===== src/rtl/level_meter_pkg.sv =====
// Shared defaults for the level meter slice: sample width, window size, clip threshold.
`timescale 1ns/1ps
package level_meter_pkg;
  localparam int          DSZ_DEF  = 16;
  localparam int          WIN_DEF  = 10;
  localparam int unsigned CLIP_DEF = 32767;
endpackage


===== src/rtl/level_meter_if.sv =====
// Sample-in / result-out bundle between the DC-block stage and the level meter.
`timescale 1ns/1ps
interface level_meter_if import level_meter_pkg::*; #(
  parameter int dsz = DSZ_DEF,
  parameter int win = WIN_DEF
);
  logic signed [dsz-1:0] in;
  logic                  ena;
  logic                  clr;
  logic        [dsz-1:0] peak;
  logic        [dsz-1:0] mean;
  logic        [win:0]   clips;
  logic                  valid;

  modport master (
    output in, ena, clr,
    input  peak, mean, clips, valid
  );

  modport slave (
    input  in, ena, clr,
    output peak, mean, clips, valid
  );
endinterface


===== src/rtl/level_meter_abs_sat.sv =====
// Combinational |x| for signed samples; the most-negative value saturates to the
// largest positive magnitude so the result always fits in dsz-1 bits.
`timescale 1ns/1ps
module level_meter_abs_sat import level_meter_pkg::*; #(
  parameter int dsz = DSZ_DEF
) (
  input  logic signed [dsz-1:0] x,
  output logic        [dsz-2:0] mag
);

  function automatic logic [dsz-2:0] sat_abs(input logic signed [dsz-1:0] v);
    logic signed [dsz-1:0] n;
    n = -v;
    if (v[dsz-1] == 1'b0)
      return v[dsz-2:0];
    else if (n[dsz-1])
      return '1;  // only -2^(dsz-1) negates back to a negative value
    else
      return n[dsz-2:0];
  endfunction

  assign mag = sat_abs(x);

endmodule


===== src/rtl/level_meter.sv =====
// Windowed level meter: peak, mean and clip count of |in| over 2^win accepted
// samples, published with a one-cycle valid pulse at the end of each window.
`timescale 1ns/1ps
module level_meter import level_meter_pkg::*; #(
  parameter int          dsz      = DSZ_DEF,
  parameter int          win      = WIN_DEF,
  parameter int unsigned clip_lvl = CLIP_DEF
) (
  input  logic         clk,
  input  logic         reset_n,
  level_meter_if.slave lm
);

  localparam int              MW       = dsz - 1;
  localparam int              SW       = dsz - 1 + win;
  localparam int              CW       = win + 1;
  localparam logic [MW-1:0]   CLIP_T   = MW'(clip_lvl);
  localparam logic [win-1:0]  CNT_LAST = '1;
  localparam logic [win-1:0]  CNT_ONE  = win'(1);

  logic [MW-1:0]  mag_p0;
  logic           clip_p0;
  logic           take_p0;

  logic [MW-1:0]  mag_p1;
  logic           clip_p1;
  logic           vld_p1;

  logic [MW-1:0]  pk_acc;
  logic [SW-1:0]  sum_acc;
  logic [CW-1:0]  clip_acc;
  logic [win-1:0] cnt;

  logic [MW-1:0]  pk_nxt;
  logic [SW-1:0]  sum_nxt;
  logic [CW-1:0]  clip_nxt;
  logic           last_p1;

  logic [dsz-1:0] peak_p2;
  logic [dsz-1:0] mean_p2;
  logic [CW-1:0]  clips_p2;
  logic           vld_p2;

  // Stage 0 -> 1: magnitude and clip flag of the incoming sample
  level_meter_abs_sat #(.dsz(dsz)) u_abs_sat (
    .x   (lm.in),
    .mag (mag_p0)
  );

  assign clip_p0 = (mag_p0 >= CLIP_T);
  assign take_p0 = lm.ena && !lm.clr;

  always_ff @(posedge clk or negedge reset_n) begin
    if (!reset_n) begin
      vld_p1  <= 1'b0;
      mag_p1  <= '0;
      clip_p1 <= 1'b0;
    end else begin
      vld_p1 <= take_p0;
      if (take_p0) begin
        mag_p1  <= mag_p0;
        clip_p1 <= clip_p0;
      end
    end
  end

  // Stage 1 -> 2: window accumulation; the closing sample is folded in directly
  // so the accumulators can restart on the same edge the results are published.
  assign pk_nxt   = (mag_p1 > pk_acc) ? mag_p1 : pk_acc;
  assign sum_nxt  = sum_acc + SW'(mag_p1);
  assign clip_nxt = clip_acc + CW'(clip_p1);
  assign last_p1  = vld_p1 && (cnt == CNT_LAST);

  always_ff @(posedge clk or negedge reset_n) begin
    if (!reset_n) begin
      pk_acc   <= '0;
      sum_acc  <= '0;
      clip_acc <= '0;
      cnt      <= '0;
      peak_p2  <= '0;
      mean_p2  <= '0;
      clips_p2 <= '0;
      vld_p2   <= 1'b0;
    end else if (lm.clr) begin
      pk_acc   <= '0;
      sum_acc  <= '0;
      clip_acc <= '0;
      cnt      <= '0;
      vld_p2   <= 1'b0;
    end else if (last_p1) begin
      pk_acc   <= '0;
      sum_acc  <= '0;
      clip_acc <= '0;
      cnt      <= '0;
      peak_p2  <= {1'b0, pk_nxt};
      mean_p2  <= {1'b0, sum_nxt[SW-1:win]};
      clips_p2 <= clip_nxt;
      vld_p2   <= 1'b1;
    end else begin
      vld_p2 <= 1'b0;
      if (vld_p1) begin
        pk_acc   <= pk_nxt;
        sum_acc  <= sum_nxt;
        clip_acc <= clip_nxt;
        cnt      <= cnt + CNT_ONE;
      end
    end
  end

  assign lm.peak  = peak_p2;
  assign lm.mean  = mean_p2;
  assign lm.clips = clips_p2;
  assign lm.valid = vld_p2;

endmodule


===== src/flat_wrapper.sv =====
// flat-port wrapper written by rule: the top's interface ports become plain ports
module level_meter_flat import level_meter_pkg::*;
#(
  parameter int          dsz      = DSZ_DEF,
  parameter int          win      = WIN_DEF,
  parameter int unsigned clip_lvl = CLIP_DEF
)
  (clk, reset_n, lm_in, lm_ena, lm_clr, lm_peak, lm_mean, lm_clips, lm_valid);
  level_meter_if #(.dsz(dsz), .win(win)) lm_i ();
  input  logic clk;
  input  logic reset_n;
  input wire logic [$bits(lm_i.in)-1:0] lm_in;
  input wire logic [$bits(lm_i.ena)-1:0] lm_ena;
  input wire logic [$bits(lm_i.clr)-1:0] lm_clr;
  output wire logic [$bits(lm_i.peak)-1:0] lm_peak;
  output wire logic [$bits(lm_i.mean)-1:0] lm_mean;
  output wire logic [$bits(lm_i.clips)-1:0] lm_clips;
  output wire logic [$bits(lm_i.valid)-1:0] lm_valid;
  assign lm_i.in = lm_in;
  assign lm_i.ena = lm_ena;
  assign lm_i.clr = lm_clr;
  assign lm_peak = lm_i.peak;
  assign lm_mean = lm_i.mean;
  assign lm_clips = lm_i.clips;
  assign lm_valid = lm_i.valid;
  level_meter #(.dsz(dsz), .win(win), .clip_lvl(clip_lvl)) u_core (.clk(clk), .reset_n(reset_n), .lm(lm_i));
endmodule

===== config.mk =====
export PLATFORM = sky130hd
export DESIGN_NAME = level_meter_flat
export DESIGN_NICKNAME = d
export VERILOG_FILES = /design/src/rtl/level_meter_pkg.sv /design/src/rtl/level_meter_if.sv /design/src/rtl/level_meter_abs_sat.sv /design/src/rtl/level_meter.sv /design/src/flat_wrapper.sv
export SDC_FILE = /design/constraint.sdc
export NUM_CORES = 1
export LEC_CHECK = 0
export BUFFER_PORTS_ARGS = -buffer_cell sky130_fd_sc_hd__buf_2
export CAP_MARGIN = 40
export CORE_MARGIN = 2
export CORE_UTILIZATION = 59
export CTS_CLUSTER_DIAMETER = 50
export DETAILED_ROUTE_END_ITERATION = 12
export GPL_TIMING_DRIVEN = 0
export PLACE_DENSITY = 0.79
export SETUP_SLACK_MARGIN = 0.3
export SLEW_MARGIN = 20
export SYNTH_ARGS = -nofsm -noshare
export SYNTH_HDL_FRONTEND = slang
export SYNTH_HIERARCHICAL = 1
export SYNTH_SLANG_ARGS = --single-unit

===== constraint.sdc =====
create_clock -name clk -period 7.87 [get_ports clk]
set_clock_uncertainty 0.1 [all_clocks]
set_input_delay 0.787 -clock clk [delete_from_list [all_inputs] [get_ports clk]]
set_output_delay 0.787 -clock clk [all_outputs]
set_load 0.02 [all_outputs]

# [Word-level counts from Yosys, hierarchy flattened]
# Index checks and enable logic that the tools add are counted.
[totals] regBits=120 out_inout_bits=44 word_cells=41
[classes] addsub=4 order_cmp=2 n_eq_ne=1 n_mux=17 bitwise_logic=1 reduce_logical=5
[ops] op="15-bit two-way mux" count=6
[ops] op="25-bit two-way mux" count=3
[ops] op="11-bit two-way mux" count=3
[ops] op="10-bit two-way mux" count=3
[ops] op="25-bit by 15-bit adder with 25-bit output" count=1
[ops] op="16-bit negator" count=1
[ops] op="15-bit >= comparator (second input constant)" count=1
[ops] op="15-bit greater-than comparator" count=1
[ops] op="11-bit by 1-bit adder with 11-bit output" count=1
[ops] op="10-bit by 1-bit adder with 10-bit output (second input constant)" count=1
[ops] op="10-bit equality test (second input constant)" count=1
[ops] op="3-bit nonzero test" count=1
[ops] op="1-bit logical AND" count=2
[ops] op="1-bit two-way mux" count=2
[ops] op="2-bit AND reduction" count=1
[ops] op="1-bit logical NOT" count=1
[ops] op="1-bit NOT" count=1

# [Depth between registers and ports, before layout]
# Gate-level depths: netlist (run 1).
[logic_depth] depth_word=5 ltp_mapped=11 mapped_depth_nobuf=10

# [Cells and area by module]
# Netlist (run 1), hierarchy kept.
[modules_own_cells] mod="level_meter" n_inst=1 cells_per_inst=631 area_per_inst_um2=6291.0 seq_area_each_um2=3002.9
[modules_own_cells] mod="level_meter_abs_sat" n_inst=1 cells_per_inst=63 area_per_inst_um2=402.9 seq_area_each_um2=0.0

# [Worst setup path after synthesis (run 1)]
# Ideal clock, no wire load.
[synth_path] path_kind="input to register" startpoint="in lm_in[4]" endpoint="reg u_core.clip_p1" arrival_ns=2.485 slack_ns=5.160 stages=8 path_buffers=0 path_cell_list="or3_4 > or4_4 > o31a_1 > nor3_2 > a21oi_1 > nand3_1 > nor4_1 > mux2_2"
[synth_between] elab_chain_len=4
[synth_rtl] item="start, declared" line_no="flat_wrapper.sv:12" rtl="input wire logic [$bits(lm_i.in)-1:0] lm_in;"
[synth_rtl] item="16-bit negator" line_no="level_meter_abs_sat.sv:13" rtl="n = -v;"
[synth_rtl] item="15-bit two-way mux" line_no="level_meter_abs_sat.sv:16" rtl="else if (n[dsz-1])"
[synth_rtl] item="15-bit two-way mux" line_no="level_meter_abs_sat.sv:14" rtl="if (v[dsz-1] == 1'b0)"
[synth_rtl] item="named net u_core.mag_p0[13]" line_no="level_meter.sv:21" rtl="logic [MW-1:0] mag_p0;"
[synth_rtl] item="15-bit >= comparator" line_no="level_meter.sv:50" rtl="assign clip_p0 = (mag_p0 >= CLIP_T);"
[synth_rtl] item="end signal, assigned" line_no="level_meter.sv:62" rtl="clip_p1 <= clip_p0;"
[synth_rtl] item="end, declared" line_no="level_meter.sv:26" rtl="logic clip_p1;"
# The timed path passes the listed nets, and every way through them passes these cells.
# A chain may end at the register's enable or synchronous reset.

# [Worst setup path in the final report (run 1)]
[layout_path] startpoint="reg u_core.mag_p1[12]" endpoint="reg u_core.pk_acc[5]"
[layout_between] elab_chain_len=5
[layout_rtl] item="start, declared" line_no="level_meter.sv:25" rtl="logic [MW-1:0] mag_p1;"
[layout_rtl] item="start signal, assigned" line_no="level_meter.sv:61" rtl="mag_p1 <= mag_p0;"
[layout_rtl] item="15-bit greater-than comparator" line_no="level_meter.sv:69" rtl="assign pk_nxt = (mag_p1 > pk_acc) ? mag_p1 : pk_acc;"
[layout_rtl] item="15-bit two-way mux" line_no="level_meter.sv:69"
[layout_rtl] item="15-bit two-way mux" line_no="level_meter.sv:101" rtl="if (vld_p1) begin"
[layout_rtl] item="15-bit two-way mux" line_no="level_meter.sv:90" rtl="end else if (last_p1) begin"
[layout_rtl] item="15-bit two-way mux" line_no="level_meter.sv:84" rtl="end else if (lm.clr) begin"
[layout_rtl] item="end signal, assigned" line_no="level_meter.sv:102" rtl="pk_acc <= pk_nxt;"
[layout_rtl] item="end, declared" line_no="level_meter.sv:29" rtl="logic [MW-1:0] pk_acc;"
# No other way between the ends. The select of a mux whose other input is x is not followed.

==> reports/metrics.yaml, run 1 <==
cts.sinks: 120
antenna_found_initial: 0
crit_fanout: 10
crit_top_cell: "a21o_1"
maxCapViolCount: 0
cp-start-kind: "register"
power_frac_clock_pct: 42.2
crit_buf_inv: 1
synth-edff-count: 0
worstPathCellList: "ha_1 > a21o_1 > a21o_1 > a211oi_1 > a21oi_2 > o21ai_1 > clkbuf_1 > a22o_1"
n_antenna_cell: 0
p_leak_nw: 3.77
pre_cts_ws_ns: 4.81
muxShareOfSynthArea_pct: 5.40
drc: 0
tritoncts: "done"
yosysWarnings: 6
synth_most_common_cell: "dfrtp_1"
final_nets: 830
synth-xor-area-share_pct: 3.66
clk_pin_slew_ns: 0.05
worstMarginPinSlew_ns: 0.636
synth_area_leader_cell: "dfrtp_1"
cp_slowest_cell: "dfrtp_1"
status: "completed"
slew_viol_final: 0
rows: 38
grt_max_degree: 79
hold_class: "in -> async"
p_int_mw: 1.33
cts_hold_buf: 0
max_freq_mhz: 339
start_util_pct: 61.2
layout.cells.non_filler: 927
ys_ff_latch: 120
core_um2: 10900
synthTopCellsByArea: "dfrtp_1 (45%), ha_1 (6.4%), nand2_1 (5.3%), o21ai_0 (4.8%), a22o_1 (3.4%)"
fin_area_um2: 7800
rr_worst_depth: 8
synthArstFlopShare_pct: 100
timing.final.crit_period_ns: 2.95
syn_to_final_growth_pct: 16.6
fin_util_pct: 71.4
crit_type: "reg -> reg"
routed_wl_um: 16600
placed_area_um2: 7210
fin_ws_ns: 4.92
ant_nets: 0
ir_worst_vdd_mv: 0.159
post-cts-setup-buffer-count: 0
setup_viol: 0
hold_violations: 0
p_sw_uw: 527
drive_gt1_share_pct: 16.9
cp_data_required_time_ns: 8.12
vias: 5738
htree_levels: 4
rsz0062_at_grt: "no"
maxSlewHeadroom_pct: 57.6
end_kind: "register"
clk_latency_ns: 0.41
synth_cells: 694
synthAdderAreaFrac_pct: 6.65
netlist-cell-type-count: 65
grt_use_total_pct: 27.8
dp_hpwl_um: 11700
pwr-share-seq_pct: 38.0
dieArea_um2: 12200
worst-path-stages: 8
io_buffers: 60
slowest_delay_ns: 0.48
place_congestion: 0.905
grt_pass1_wl_um: 27400
p_sw_share_pct: 28.4
dpl.cell_count: 896
dr.pass1.iters: 5
wl_per_cell_um: 17.9
cts_root_buf: "clkbuf_16"
post-route-period-util_pct: 37.5
synth_compound_area_share_pct: 20.8
grt_pass1_vias: 5626
syn_area_um2: 6690
yosys-top-cells-count: "dfrtp_1 (120), nand2_1 (95), o21ai_0 (64), ha_1 (34), a21oi_1 (27)"
die_y_um: 111
ys.flop_type: "dfrtp_1"
die_w_um: 111
synth-simple-area-share_pct: 14.5
gr-total-overflow: 0
cts.repair.resized: 0
via_per_inst: 6.19
pin_count: 64
yosysSeqAreaShare_pct: 44.9
synth_top_family_by_area: "compound AO/OA/AOI/OAI gates"
path_delay_family: "compound AO/OA/AOI/OAI gates"
yosys.area.top_type_share_pct: 44.9
powerDensity_nw_per_um2: 237
numCtsBuffers: 17
setup-tns-final_ns: 0
power_frac_comb_pct: 19.8
postSynthAreaPerCell_um2: 9.65
dr.first_iter.drc_count: 544
arrival_ns: 3.20
clock_path_buffers: 2
==> path summary, 6_finish.rpt <==
path	from	end	slack, ns
max	u_core/mag_p1[12]	u_core/pk_acc[5]	4.92
min	reset_n	u_core/pk_acc[13]	0.18
min reg2reg	u_core/lm.peak[4]	u_core/lm.peak[4]	0.37
min in group clk	u_core/lm.peak[4]	u_core/lm.peak[4]	0.37
max reg2reg	u_core/mag_p1[12]	u_core/pk_acc[5]	4.92
max in group asynchronous	reset_n	u_core/cnt[7]	6.77
==> state kept, by name, summed over array words and instances (netlist names), 10 cells and up <==
name             flops
u_core/pk_acc       15
u_core/cnt          10
u_core/sum_acc      25
u_core/lm.peak      15
u_core/lm.mean      15
u_core/mag_p1       15
u_core/clip_acc     11
u_core/lm.clips     11
==> cell families after synthesis <==
| kind of cell | after synthesis |
|---|---|
| AO/OA/AOI/OAI | 212 |
| buffers and inverters | 64 |
| multiplexers | 34 |
| XOR/XNOR | 28 |
| other | 1 |
| AND/OR/NAND/NOR | 200 |
| flip-flops | 120 |
| adder cells (fa/ha/maj) | 35 |
==> area by class of cell <==
| type | instances | area [µm²] |
|---|---|---|
| clock inverters | 9 | 123 |
| multi-input cells | 511 | 3430 |
| repair buffers | 61 | 334 |
| flip-flops and latches | 120 | 3000 |
| fillers | 800 | 3130 |
| well taps | 140 | 175 |
| plain buffers | 39 | 175 |
| inverters | 25 | 93.8 |
| clock buffers | 22 | 474 |
==> per-layer routing <==
layer	vias up	track usage, %	wire, µm
li1	2692	-	-
met1	2825	37.0	7450
met2	192	45.6	8010
met3	29	5.87	885
met4	0	9.33	263
met5	-	0	0
==> per-stage QoR <==
stage	hold WS [ns]	power [mW]
final	0.181	1.85
after global routing	0.197	1.94
after CTS	0.185	1.86
after detailed placement	0.357	1.07
after global placement	0.349	1.05
after floorplan	0.351	0.960
==> cell usage in the layout, fill, tap and decap left out, types with 7 or more instances in the layout <==
cell type	instances
clkbuf_16	17
nand4_1	13
a21o_1	13
dfrtp_1	120
o31ai_1	7
nand2_1	95
and3_1	18
or3_1	7
o21ai_1	14
inv_1	24
nor2_1	22
mux2i_1	17
xnor2_1	16
a211o_1	7
buf_2	67
clkbuf_1	26
ha_1	34
o21ai_0	64
nand3_1	12
a22o_1	26
a21oi_1	27
mux2_2	17
a31oi_1	23
xor2_1	12
==> power by group through the flow <==
stage / Sequential [mW] / Clock (mW) / Combinational [mW]
after floorplan: 0.703 / 0 / 0.257
after global placement: 0.710 / 0 / 0.342
after detailed placement: 0.712 / 0 / 0.356
after CTS: 0.703 / 0.791 / 0.362
after global routing: 0.707 / 0.825 / 0.405
final: 0.704 / 0.782 / 0.367
No activity file was read; power rests on OpenSTA's default activity.
==> run 2: changes to the inputs <==
Clock period 7.87 ns to 3.07 ns, I/O delays scaled along.
==> reports/metrics.yaml, run 2 (synthesis gave the netlist of run 1 again) <==
status: "completed"
pin_count: 64
hold_violations: 0
vias: 5807
hold_class: "in -> reg"
crit_buf_inv: 2
die_y_um: 111
core_um2: 10900
final_nets: 835
crit_path_end: "u_core/lm.mean[14]"
layout_common_cells: "dfrtp_1 (118), nand2_1 (94), buf_2 (67)"
grt_pass1_vias: 5632
routed_wl_um: 16800
setup.worst_path.start: "u_core/mag_p1[0]"
dp_hpwl_um: 11700
slowest_delay_ns: 0.41
wl_per_cell_um: 18.1
cts.sinks: 120
fin_util_pct: 72.8
mostFrequentLayoutCell: "dfrtp_1"
p_leak_nw: 3.79
htree_levels: 4
grt_max_degree: 79
final.fill_count: 768
max_freq_mhz: 372
syn_to_final_growth_pct: 19.0
n_antenna_cell: 0
cp-start-kind: "register"
rsz0062_at_grt: "yes"
crit_top_cell: "a221o_1"
hold_ws_ns: 0.202
gr-total-overflow: 0
end_kind: "register"
antenna_found_initial: 0
dr.pass1.iters: 5
r2r-end: "u_core/lm.mean[14]"
worst-path-stages: 11
grt_pass1_wl_um: 27400
place_congestion: 0.905
multiInputGateArea_um2: 3540
crit_fanout: 10
ant_nets: 0
rows: 38
grt_use_total_pct: 27.8
start_util_pct: 61.2
worstMarginPinSlew_ns: 0.640
clk_latency_ns: 0.41
timing.final.crit_period_ns: 2.69
dr.first_iter.drc_count: 559
worstPathCellList: "ha_2 > inv_1 > fa_2 > nor2b_1 > o31a_1 > nand2_1 > nand3b_1 > a221o_1 > buf_4 > and3_1 > a221o_1"
r2r_start: "u_core/mag_p1[0]"
rr_worst_depth: 11
largest_reg_flops: 25
post-route-period-util_pct: 87.6
io_buffers: 60
rrSetupSlack_ns: 0.38
arrival_ns: 2.88
numCtsBuffers: 17
cp_data_required_time_ns: 3.27
dieArea_um2: 12200
cts_root_buf: "clkbuf_16"
drive_gt1_share_pct: 19.6
maxSlewHeadroom_pct: 56.8
slew_viol_final: 0
total_power_mw: 4.84
setup-tns-final_ns: 0
crit_type: "reg -> reg"
tritoncts: "done"
ir_worst_vdd_mv: 0.420
clock_path_buffers: 2
path_delay_family: "compound AO/OA/AOI/OAI gates"
pre_cts_ws_ns: 0.182
maxCapViolCount: 0
die_w_um: 111
powerDensity_nw_per_um2: 607
cp_slowest_cell: "dfrtp_1"
area.sequential_um2: 3010
setup_viol: 0
via_per_inst: 6.23
drc: 0
clk_pin_slew_ns: 0.06
fin_ws_ns: 0.382
top_register: "u_core/sum_acc"
## run 2: cell types whose count changed in the layout (fill, tap and decap cells not counted), moves of 2 or more
cell / delta
ha_4: +3
dfrtp_1: -2
a21oi_4: +2
ha_1: -8
ha_2: +5
clkbuf_1: -2
dfrtp_2: +2
buf_4: +5
## run 2: worst min-delay path by stage
stage / start / endpoint / slack [ns] / depth (start not counted)
floorplan: reset_n / u_core/clip_acc[0] / -0.09 / 0
global placement: u_core/lm.mean[0] / u_core/lm.mean[0] / 0.35 / 2
detailed placement: reset_n / u_core/lm.peak[4] / 0.15 / 1
CTS: lm_in[8] / u_core/mag_p1[8] / 0.19 / 4
global route: lm_in[8] / u_core/mag_p1[8] / 0.22 / 4
finish: lm_clr / u_core/cnt[6] / 0.20 / 2
## run 2: through the flow
| stage | instance area (µm²) | std cells |
|---|---|---|
| 4_1_cts | 7830 | 928 |
| 6_report | 7960 | 932 |
| 3_5_place_dp | 7210 | 896 |
| 3_3_place_gp | 7170 | 895 |
| 2_1_floorplan | 6700 | 695 |
| 5_1_grt | 7960 | 932 |
## run 2: what timing repair did
item                                    in CTS  in global routing
pin swaps                                    0                  4
setup buffers                                0                  4
endpoints found under the setup margin      15                 35
resized for setup                            5                 20
hold buffers                                 1                  0
gates cloned                                 0                  0
hold endpoints to repair                    42                  0
## run 2: area by class of cell
type	count	area share (%)
Timing Repair Buffer	66	4.70
Inverter	25	1.18
Tap cell	140	2.20
Sequential cell	120	37.7
Multi-Input combinational cell	511	44.4
Buffer	39	2.26
Clock buffer	22	5.95
Clock inverter	9	1.54
## run 2: report_power, final
part           switching, mW  internal [mW]
Combinational          0.574          0.448
Sequential             0.130           1.68
Clock                  0.675           1.33
Total                   1.38           3.46
## run 2: per-layer routing
metal  part of all wire (%)  GRT usage, %
met5                      0             0
met4                    1.8          9.33
met2                     48          45.7
met3                    6.5          5.82
met1                     43          37.0
==> run 3: changes to the inputs <==
Settings changed: CORE_ASPECT_RATIO set to 0.9, CTS_BUF_LIST set to sky130_fd_sc_hd__clkbuf_8.
Clock period 3.07 ns to 3.1 ns, I/O delays scaled along.
==> reports/metrics.yaml, run 3 (synthesis gave the netlist of run 1 again) <==
status: "completed"
cp_data_required_time_ns: 3.32
gr-total-overflow: 0
dp_hpwl_um: 11700
final_nets: 835
cts_root_buf: "clkbuf_8"
rows: 36
total_power_mw: 4.19
dr.first_iter.drc_count: 484
dieArea_um2: 12200
htree_levels: 4
hold_class: "in -> reg"
worstMarginPinSlew_ns: 0.676
setup-tns-final_ns: 0
fin_ws_ns: 0.302
layout_common_cells: "dfrtp_1 (119), nand2_1 (95), buf_2 (68)"
slew_viol_final: 0
p_leak_nw: 3.71
grt_use_total_pct: 28.3
ir_worst_vdd_mv: 0.632
numCtsBuffers: 17
powerDensity_nw_per_um2: 543
arrival_ns: 3.02
tritoncts: "done"
n_antenna_cell: 0
grt_max_degree: 66
clock_path_buffers: 2
rr_worst_depth: 8
crit_type: "reg -> reg"
max_freq_mhz: 357
top_register: "u_core/sum_acc"
rsz0062_at_grt: "yes"
io_buffers: 60
routed_wl_um: 16300
layout.cells.non_filler: 944
maxSlewHeadroom_pct: 54.9
hold_violations: 0
grt_pass1_wl_um: 26900
hold_depth: 2
dr.pass1.iters: 5
die_y_um: 105
place_congestion: 0.939
ant_nets: 0
dpl.cell_count: 908
end_kind: "register"
mostFrequentLayoutCell: "dfrtp_1"
timing.final.crit_period_ns: 2.80
fin_util_pct: 70.5
clk_latency_ns: 0.44
setup_viol: 0
clk_pin_slew_ns: 0.07
syn_to_final_growth_pct: 15.3
pre_cts_ws_ns: 0.230
cp-start-kind: "register"
drc: 0
maxCapViolCount: 0
placed_area_um2: 7220
antenna_found_initial: 0
die_w_um: 116
hold_ws_ns: 0.138
cts.sinks: 120
vias: 5662
crit_fanout: 10
start_util_pct: 61.2
pin_count: 64
largest_reg_flops: 25
drive_gt1_share_pct: 18.8
grt_pass1_vias: 5411
post-route-period-util_pct: 90.3
wl_per_cell_um: 17.3
core_um2: 10900
via_per_inst: 6.00
fin_area_um2: 7720
[run 3: final timing paths]
path	slack (ns)	startpoint	end
worst max-delay path	0.30	u_core/mag_p1[9]	u_core/lm.mean[14]
worst min-delay path	0.14	lm_clr	u_core/cnt[2]
worst max register to register	0.30	u_core/mag_p1[9]	u_core/lm.mean[14]
worst min register to register	0.38	u_core/lm.peak[10]	u_core/lm.peak[10]
max in group asynchronous	1.89	reset_n	u_core/sum_acc[9]
min in group asynchronous	0.31	reset_n	u_core/pk_acc[10]
[run 3: worst max-delay path: stages (launching register included)]
cell and delay (ns):
dfrtp_1 0.48, ha_1 0.41, a21o_1 0.22, o31ai_2 0.28, nand3b_1 0.15, a221o_1 0.39
buf_2 0.20, and3_1 0.17, a221o_1 0.28
[run 3: metal layers]
layer	wire, µm	GRT usage (%)
met1	7460	40.4
met4	162	7.65
met2	7610	43.2
met5	0	0
met3	1050	6.96
[run 3: where the power goes]
part	total, mW	internal [mW]	switching, mW
Clock	1.43	0.832	0.603
Combinational	0.968	0.419	0.549
Sequential	1.79	1.66	0.124
Total	4.19	2.91	1.28
[run 3: layout make-up]
| class | instances | area (µm²) |
|---|---|---|
| multi-input combinational | 511 | 3470 |
| fill | 839 | 3230 |
| sequential | 120 | 3000 |
| timing repair buffer | 66 | 374 |
| clock buffer | 23 | 317 |
| tap | 152 | 190 |
| buffer | 39 | 179 |
| clock inverter | 8 | 93.8 |
| inverter | 25 | 93.8 |
[run 3: what timing repair did]
item	in CTS	in global routing
endpoints found under the hold margin	55	0
buffers inserted	0	4
pin swaps	0	1
hold buffers	1	0
endpoints found under the setup margin	12	36
gates resized for setup	3	12
cloned	0	0
